File: src/rtl/instruction_fetch_if.sv
// Fetch-unit bus: instruction-memory request/response plus decode and redirect side.
// ARVI_FETCH_MISALIGN_CHECK_EN adds the misaligned-redirect status signals.
`ifndef XLEN
`define XLEN 32
`endif

interface instruction_fetch_if;
  logic [`XLEN-1:0] o_IMEM_Addr;
  logic             o_IMEM_Req;
  logic             i_IMEM_Ack;
  logic [31:0]      i_IMEM_Data;
  logic [31:0]      o_Instr;
  logic [`XLEN-1:0] o_PC;
  logic             o_Valid;
  logic             i_Ready;
  logic             i_Redirect;
  logic [`XLEN-1:0] i_Redirect_PC;
`ifdef ARVI_FETCH_MISALIGN_CHECK_EN
  logic             o_Misaligned;
  logic [`XLEN-1:0] o_Bad_PC;
`endif

  modport master (
    output o_IMEM_Addr, o_IMEM_Req, o_Instr, o_PC, o_Valid,
`ifdef ARVI_FETCH_MISALIGN_CHECK_EN
    output o_Misaligned, o_Bad_PC,
`endif
    input  i_IMEM_Ack, i_IMEM_Data, i_Ready, i_Redirect, i_Redirect_PC
  );

  modport slave (
    input  o_IMEM_Addr, o_IMEM_Req, o_Instr, o_PC, o_Valid,
`ifdef ARVI_FETCH_MISALIGN_CHECK_EN
    input  o_Misaligned, o_Bad_PC,
`endif
    output i_IMEM_Ack, i_IMEM_Data, i_Ready, i_Redirect, i_Redirect_PC
  );
endinterface

File: src/rtl/instruction_fetch.sv
// Instruction fetch: one outstanding word request, DEPTH-entry {instr, pc} buffer, redirect flush.
// ARVI_FETCH_MISALIGN_CHECK_EN enables the HALT state on misaligned redirect targets.
module instruction_fetch #(
  parameter logic [`XLEN-1:0] RESET_PC = '0,
  parameter int               DEPTH    = 2
) (
  input  logic                i_clk,
  input  logic                i_rst,
  instruction_fetch_if.master bus
);
  localparam int PTR_W = (DEPTH > 1) ? $clog2(DEPTH) : 1;
  localparam int CNT_W = $clog2(DEPTH + 1);
  localparam logic [CNT_W-1:0] DEPTH_C = CNT_W'(DEPTH);
  localparam logic [PTR_W-1:0] PTR_ONE = PTR_W'(1);
  localparam logic [CNT_W-1:0] CNT_ONE = CNT_W'(1);

`ifdef ARVI_FETCH_MISALIGN_CHECK_EN
  typedef enum logic [1:0] {S_FETCH, S_DRAIN, S_HALT} state_t;
`else
  typedef enum logic [0:0] {S_FETCH, S_DRAIN} state_t;
`endif

  state_t           state_q, state_d;
  logic [`XLEN-1:0] pc_q, pc_d, drain_addr_q, drain_addr_d;
  logic [CNT_W-1:0] count_q, count_d;
  logic [PTR_W-1:0] rd_ptr_q, wr_ptr_q;
  logic [31:0]      instr_q [DEPTH];
  logic [`XLEN-1:0] ipc_q   [DEPTH];
  logic             valid, head_pop, pop, req, ack, push;
  logic [`XLEN-1:0] target;

`ifdef ARVI_FETCH_MISALIGN_CHECK_EN
  logic             misaligned_q, misaligned_d, bad_tgt;
  logic [`XLEN-1:0] bad_pc_q, bad_pc_d;
  assign target  = bus.i_Redirect_PC;
  assign bad_tgt = |bus.i_Redirect_PC[1:0];
`else
  logic unused_lsb;
  assign unused_lsb = ^bus.i_Redirect_PC[1:0];
  assign target     = {bus.i_Redirect_PC[`XLEN-1:2], 2'b00};
`endif

  assign valid    = (count_q != '0);
  assign head_pop = valid & bus.i_Ready;
  assign pop      = head_pop & ~bus.i_Redirect;

  always_comb begin
    state_d      = state_q;
    pc_d         = pc_q;
    drain_addr_d = drain_addr_q;
    count_d      = count_q;
    req          = 1'b0;
    ack          = 1'b0;
    push         = 1'b0;
`ifdef ARVI_FETCH_MISALIGN_CHECK_EN
    misaligned_d = misaligned_q;
    bad_pc_d     = bad_pc_q;
`endif
    // A slot freed by this cycle's pop may be refilled in the same cycle.
    case (state_q)
      S_FETCH: req = ~i_rst & ((count_q < DEPTH_C) | head_pop);
      S_DRAIN: req = ~i_rst;
      default: req = 1'b0;
    endcase
    ack = req & bus.i_IMEM_Ack;

    if (bus.i_Redirect) begin
      pc_d    = target;
      count_d = '0;
      if (req && !ack) begin
        state_d = S_DRAIN;
        if (state_q == S_FETCH) drain_addr_d = pc_q;
      end else begin
        state_d = S_FETCH;
`ifdef ARVI_FETCH_MISALIGN_CHECK_EN
        if (bad_tgt) state_d = S_HALT;
`endif
      end
`ifdef ARVI_FETCH_MISALIGN_CHECK_EN
      misaligned_d = bad_tgt;
      if (bad_tgt) bad_pc_d = bus.i_Redirect_PC;
`endif
    end else begin
      if (state_q == S_FETCH && ack) begin
        push = 1'b1;
        pc_d = pc_q + `XLEN'd4;
      end
      if (state_q == S_DRAIN && ack) begin
        state_d = S_FETCH;
`ifdef ARVI_FETCH_MISALIGN_CHECK_EN
        if (misaligned_q) state_d = S_HALT;
`endif
      end
      if (push && !pop)      count_d = count_q + CNT_ONE;
      else if (pop && !push) count_d = count_q - CNT_ONE;
    end
  end

  always_ff @(posedge i_clk or posedge i_rst) begin
    if (i_rst) begin
      state_q      <= S_FETCH;
      pc_q         <= RESET_PC;
      drain_addr_q <= RESET_PC;
      count_q      <= '0;
      rd_ptr_q     <= '0;
      wr_ptr_q     <= '0;
      for (int i = 0; i < DEPTH; i++) begin
        instr_q[i] <= '0;
        ipc_q[i]   <= '0;
      end
`ifdef ARVI_FETCH_MISALIGN_CHECK_EN
      misaligned_q <= 1'b0;
      bad_pc_q     <= '0;
`endif
    end else begin
      state_q      <= state_d;
      pc_q         <= pc_d;
      drain_addr_q <= drain_addr_d;
      count_q      <= count_d;
`ifdef ARVI_FETCH_MISALIGN_CHECK_EN
      misaligned_q <= misaligned_d;
      bad_pc_q     <= bad_pc_d;
`endif
      if (bus.i_Redirect) begin
        rd_ptr_q <= '0;
        wr_ptr_q <= '0;
      end else begin
        if (push) begin
          instr_q[wr_ptr_q] <= bus.i_IMEM_Data;
          ipc_q[wr_ptr_q]   <= pc_q;
          wr_ptr_q          <= wr_ptr_q + PTR_ONE;
        end
        if (pop) rd_ptr_q <= rd_ptr_q + PTR_ONE;
      end
    end
  end

  assign bus.o_IMEM_Req  = req;
  assign bus.o_IMEM_Addr = (state_q == S_DRAIN) ? drain_addr_q : pc_q;
  assign bus.o_Valid     = valid;
  assign bus.o_Instr     = instr_q[rd_ptr_q];
  assign bus.o_PC        = ipc_q[rd_ptr_q];
`ifdef ARVI_FETCH_MISALIGN_CHECK_EN
  assign bus.o_Misaligned = misaligned_q;
  assign bus.o_Bad_PC     = bad_pc_q;
`endif
endmodule

File: src/flat_wrapper.sv
// flat-port wrapper written by rule: the top's interface ports become plain ports
module instruction_fetch_flat 
#(
  parameter logic [`XLEN-1:0] RESET_PC = '0,
  parameter int               DEPTH    = 2
)
  (i_clk, i_rst, bus_o_IMEM_Addr, bus_o_IMEM_Req, bus_o_Instr, bus_o_PC, bus_o_Valid, bus_i_IMEM_Ack, bus_i_IMEM_Data, bus_i_Ready, bus_i_Redirect, bus_i_Redirect_PC);
  instruction_fetch_if bus_i ();
  input  logic i_clk;
  input  logic i_rst;
  output wire logic [$bits(bus_i.o_IMEM_Addr)-1:0] bus_o_IMEM_Addr;
  output wire logic [$bits(bus_i.o_IMEM_Req)-1:0] bus_o_IMEM_Req;
  output wire logic [$bits(bus_i.o_Instr)-1:0] bus_o_Instr;
  output wire logic [$bits(bus_i.o_PC)-1:0] bus_o_PC;
  output wire logic [$bits(bus_i.o_Valid)-1:0] bus_o_Valid;
  input wire logic [$bits(bus_i.i_IMEM_Ack)-1:0] bus_i_IMEM_Ack;
  input wire logic [$bits(bus_i.i_IMEM_Data)-1:0] bus_i_IMEM_Data;
  input wire logic [$bits(bus_i.i_Ready)-1:0] bus_i_Ready;
  input wire logic [$bits(bus_i.i_Redirect)-1:0] bus_i_Redirect;
  input wire logic [$bits(bus_i.i_Redirect_PC)-1:0] bus_i_Redirect_PC;
  assign bus_o_IMEM_Addr = bus_i.o_IMEM_Addr;
  assign bus_o_IMEM_Req = bus_i.o_IMEM_Req;
  assign bus_o_Instr = bus_i.o_Instr;
  assign bus_o_PC = bus_i.o_PC;
  assign bus_o_Valid = bus_i.o_Valid;
  assign bus_i.i_IMEM_Ack = bus_i_IMEM_Ack;
  assign bus_i.i_IMEM_Data = bus_i_IMEM_Data;
  assign bus_i.i_Ready = bus_i_Ready;
  assign bus_i.i_Redirect = bus_i_Redirect;
  assign bus_i.i_Redirect_PC = bus_i_Redirect_PC;
  instruction_fetch #(.RESET_PC(RESET_PC), .DEPTH(DEPTH)) u_core (.i_clk(i_clk), .i_rst(i_rst), .bus(bus_i));
endmodule
File: config.mk
export PLATFORM = sky130hd
export DESIGN_NAME = instruction_fetch_flat
export DESIGN_NICKNAME = d
export VERILOG_FILES = /design/src/rtl/instruction_fetch_if.sv /design/src/rtl/instruction_fetch.sv /design/src/flat_wrapper.sv
export SDC_FILE = /design/constraint.sdc
export NUM_CORES = 1
export LEC_CHECK = 0
export CELL_PAD_IN_SITES_DETAIL_PLACEMENT = 1
export CELL_PAD_IN_SITES_GLOBAL_PLACEMENT = 1
export CORE_MARGIN = 10
export CORE_UTILIZATION = 43
export CTS_CLUSTER_DIAMETER = 40
export DETAILED_ROUTE_END_ITERATION = 16
export PLACE_DENSITY = 0.85
export SYNTH_ARGS = -nofsm -noshare
export SYNTH_HDL_FRONTEND = slang
export SYNTH_SLANG_ARGS = --single-unit
File: constraint.sdc
create_clock -name i_clk -period 8.54 [get_ports i_clk]
set_clock_uncertainty 0.15 [all_clocks]
set_input_delay 1.281 -clock i_clk [delete_from_list [all_inputs] [get_ports i_clk]]
set_output_delay 1.281 -clock i_clk [all_outputs]
set_load 0.03 [all_outputs]
# == Word level (Yosys, flattened, before mapping) ==
# Index checks and enable logic that the tools add are counted.
# Widths: inputs -> output; s select.
# op_classes
bitwise_logic,10
magnitude_cmp,4
mux,27
reduce_logical,17
n_addsub,5
# ops
cell,count
$mux 32,10
$bwmux 64,2
$add 32x3->32 const B,1
$demux 32 s1,1
$mux 1,10
$reduce_bool 2->1,5
$logic_and 1x1->1,6
$mux 2,3
$and 1x1->1,4
$ge 2x2->1 const B,2
$not 1->2,2
$reduce_and 2->1,2
$logic_not 1->1,3
$not 1->1,3
$reduce_bool 3->1,1
$add 1x1->1 const B,2
$add 2x1->2 const B,1
$lt 2x1->1 const B,1
$lt 2x2->1 const B,1
$pmux 1 s2,1
$sub 2x1->2 const B,1
$or 1x1->1,1
# totals
wordCells,73
register_bits,197

# == Longest topological paths before layout ==
# depth
word_depth,14
depth_mapped,7
mapped_depth_nobuf,4

# == Worst setup path after synthesis ==
# No wires, ideal clock.
# synth_timing
path_kind,in2out
start,in i_rst
end,out bus_o_IMEM_Req
required_ns,7.109
t_arrival_ns,5.833
path_buffers,0
slack_ns,1.276
stages,2
cell_sequence,inv_1 -> o21a_1
# synth_between
elab_chain_len,3
# synth_rtl
element,line_no,text
start: declaration,flat_wrapper.sv:10,input logic i_rst;
$not 1->1 *,"instruction_fetch.sv:61, instruction_fetch.sv:62",
$and 1x1->1,instruction_fetch.sv:61,S_FETCH: req = ~i_rst & ((count_q < DEPTH_C) | head_pop);
$pmux 1 s2 *,instruction_fetch.sv:60,case (state_q)
end: declaration,flat_wrapper.sv:12,output wire logic [$bits(bus_i.o_IMEM_Req)-1:0] bus_o_IMEM_Req;
# Mark *: on every way between the ends. The rest lies on a longest branch, timed or not.

# == Worst setup path in the final report ==
# Ends and elaborated chain as after synthesis.

==> flow_summary_export.csv <==
group,metric,value,unit
synthesis,syn_area,9040,um^2
sta,drv_slew,0,
detailed_routing,drt_pre_antenna_iters,4,
final_layout,finish.utilization,55.9,%
final_layout,mostFrequentLayoutCell,"mux2_2",
detailed_routing,drt_wl_total,23.6,mm
synthesis,ys_seq_area_share,52.9,%
pwr,power,3080,uW
clock_network,clkTransAtPathRegs,70,ps
final_layout,final_layout_size_suffix_gt1_share,33.3,%
sta,worst_slew_pin_slew,1060,ps
status,status,"finished, final reports clean",
critical_path,cp_slowest_stage_delay,710,ps
sta,final_hold_viol_count,0,
critical_path,worstPathArrival,3380,ps
critical_path,end_kind,"output port",
pwr,leakagePower,0.00471,uW
critical_path,cp.required,7110,ps
synthesis,yosys.area.top_type_share,52.9,%
critical_path,critical_path.top_delay_family,"buffers and inverters",
synthesis,syn-instance-count,692,
pwr,irDropWorstVdd,188,uV
critical_path,cp-startpoint,"i_rst",
critical_path,critPathMaxFanout,118,
clock_network,ctsResizeCount,0,
floorplanning,start_util,44.2,%
place,place_congestion,0.729,
run,cap_violations,0,
synthesis,ys_ff_latch,191,
critical_path,cp.depth,4,
floorplanning,die_h,165,um
grt,grt_pass1_vias,6602,
final_layout,layout.nets,902,
floorplanning,core_area,20400,um^2
grt,grt_usage,17.4,%
hold_path,min_path_type,"reg -> reg",
place,dp_hpwl,15.5,mm
critical_path,crit_buf_inv,3,
floorplanning,die_w,165,um
sta,rsz0062_at_grt,"false",
final_layout,final_cell_mix,"229 x mux2_2, 189 x dfrtp_1, 162 x clkdlybuf4s50_1",
critical_path,path_cells,"clkdlybuf4s50_1 > inv_8 > o21a_1 > clkdlybuf4s50_1",
clock_network,clock_path_buffers,2,
detailed_routing,ant_nets,0,
final_layout,diodes,0,
sta,fmax,208,MHz
sta,finalSetupViolCount,0,
sta,fin_crit_sh,56.4,%
synthesis,synth_top_cell_by_area,"dfrtp_1",
grt,grt_overflow_total,0,
place,port_buffers,162,
grt,grt_pass1_wl,37.7,mm
synthesis,syn_area_per_cell,13.1,um^2
detailed_routing,drc_errors,0,
clock_network,cts_max_level,4,
sta,max_slew_margin,29.5,%
synthesis,synth_edf_count,0,
critical_path,rr_worst_depth,4,
final_layout,area_growth,26.3,%
clock_network,cts_buffers,17,
final_layout,instances_no_fill,1113,
clock_network,cts-root-buf,"clkbuf_16",
synthesis,async_reset_ff_share,100,%
clock_network,postCtsHoldBufs,0,
detailed_routing,viasPerCell,5.55,
floorplanning,io_pins,167,
critical_path,cp-start-kind,"input pin",
final_layout,fill_cells,2078,
place,post-place-cells,1083,
critical_path,cp_common_cell,"clkdlybuf4s50_1",
sta,fin_crit,4810,ps
floorplanning,die_area,27200,um^2
sta,tns,0,ps
synthesis,ys_types,45,
critical_path,worst-setup-path-type,"in -> out",
critical_path,reg2reg_from,"u_core.state_q",
synthesis,yosysWarnings,0,
clock_network,cts_tree,"built",
synthesis,yosys-top-cells-area,"dfrtp_1 53%, mux2_2 29%, mux2_1 1.5%, a31oi_1 1.2%, or4_1 1.2%",
critical_path,slowest_stage,"clkdlybuf4s50_1",
critical_path,r2r_setup_slack,5450,ps
grt,antenna_found_initial,0,
critical_path,timing.rr.end,"u_core.pc_q[26]",
clock_network,clock_latency,420,ps
clock_network,cts.sink_count,191,
detailed_routing,vias,6181,
detailed_routing,first_iter_violations,352,
pwr,power_density,270,nW/um^2
detailed_routing,avgRoutedWirePerCell,21.2,um
floorplanning,placement_rows,52,
synthesis,synth_flop_cell,"dfrtp_1",
clock_network,cts_setup_buffers,0,
critical_path,critPathCapture,"bus_o_IMEM_Req",
grt,grt_max_degree,119,
cell usage after synthesis, drive strengths merged, types with 5 or more instances:
| cell | instances |
|---|---|
| a31oi | 17 |
| and2 | 8 |
| and4 | 5 |
| buf | 25 |
| clkbuf | 26 |
| dfrtp | 191 |
| inv | 7 |
| mux2 | 241 |
| nand2 | 28 |
| nand3 | 14 |
| nand4 | 13 |
| nor2 | 23 |
| o21ai | 18 |
| o31ai | 13 |
| or4 | 14 |
| xor2 | 8 |
how the worst min path moves through the flow:
stage,slack [ps],depth (start not counted),start,end
after floorplan,290,2,u_core.ipc_q[20],u_core.ipc_q[20]
after global placement,310,2,u_core.ipc_q[9],u_core.ipc_q[9]
after detailed placement,320,2,u_core.ipc_q[24],u_core.ipc_q[24]
after CTS,330,2,u_core.ipc_q[9],u_core.ipc_q[9]
after global routing,360,1,u_core.ipc_q[43],u_core.ipc_q[43]
final,330,2,u_core.ipc_q[24],u_core.ipc_q[24]
tightest hold or removal path, cell delays in order (launching register included):
cell and delay (ps):
dfrtp_1 340, nand2_1 50, o21ai_0 60
kinds of logic (layout without fill, tap and decap cells):
kind of cell | Yosys count | after routing | share of synthesized area (%)
flops | 191 | 191 | 52.9
simple gates | 125 | 125 | 8.03
xor+xnor | 8 | 8 | 0.775
fa+ha+maj | 1 | 1 | 0.138
buf+inv | 58 | 208 | 3.17
other cells | 1 | 2 | 0.0415
compound gates | 65 | 65 | 4.71
mux | 243 | 243 | 30.3
final cells by class:
class	instances	area (um^2)	share of cell area, %
Timing Repair Buffer	171	1690	14.8
Tap cell	270	338	2.96
Clock buffer	20	467	4.09
Clock inverter	10	126	1.11
Inverter	7	33.8	0.296
Sequential cell	191	4780	41.9
Multi-Input combinational cell	444	3980	34.8
state kept, by name, summed over array words and instances (netlist names):
signal	cells
u_core.drain_addr_q	32
u_core.wr_ptr_q	1
u_core.state_q	1
u_core.rd_ptr_q	1
u_core.pc_q	30
u_core.instr_q	64
u_core.ipc_q	60
u_core.count_q	2
routing by layer:
layer / track usage (%) / up-vias / wire length (um)
met5: 0 / - / 0
met4: 4.11 / 0 / 180
met3: 4.56 / 13 / 1230
met2: 29.4 / 149 / 11700
met1: 21.9 / 3221 / 10500
li1: - / 2798 / -
power breakdown:
part	switching (uW)	internal, uW	total [uW]
Clock	355	456	811
Sequential	135	1130	1260
Combinational	498	504	1000
Total	988	2090	3080
stage by stage:
step           area [um^2]  hold WS [ps]  worst slack (ps)
3_5_place_dp         10800           315              3560
6_report             11400           328              3730
2_1_floorplan         9040           294              1280
5_1_grt              11400           356              3510
4_1_cts              11400           332              3560
3_3_place_gp         10800           306              3590
Power figures use the tool's default switching activity.
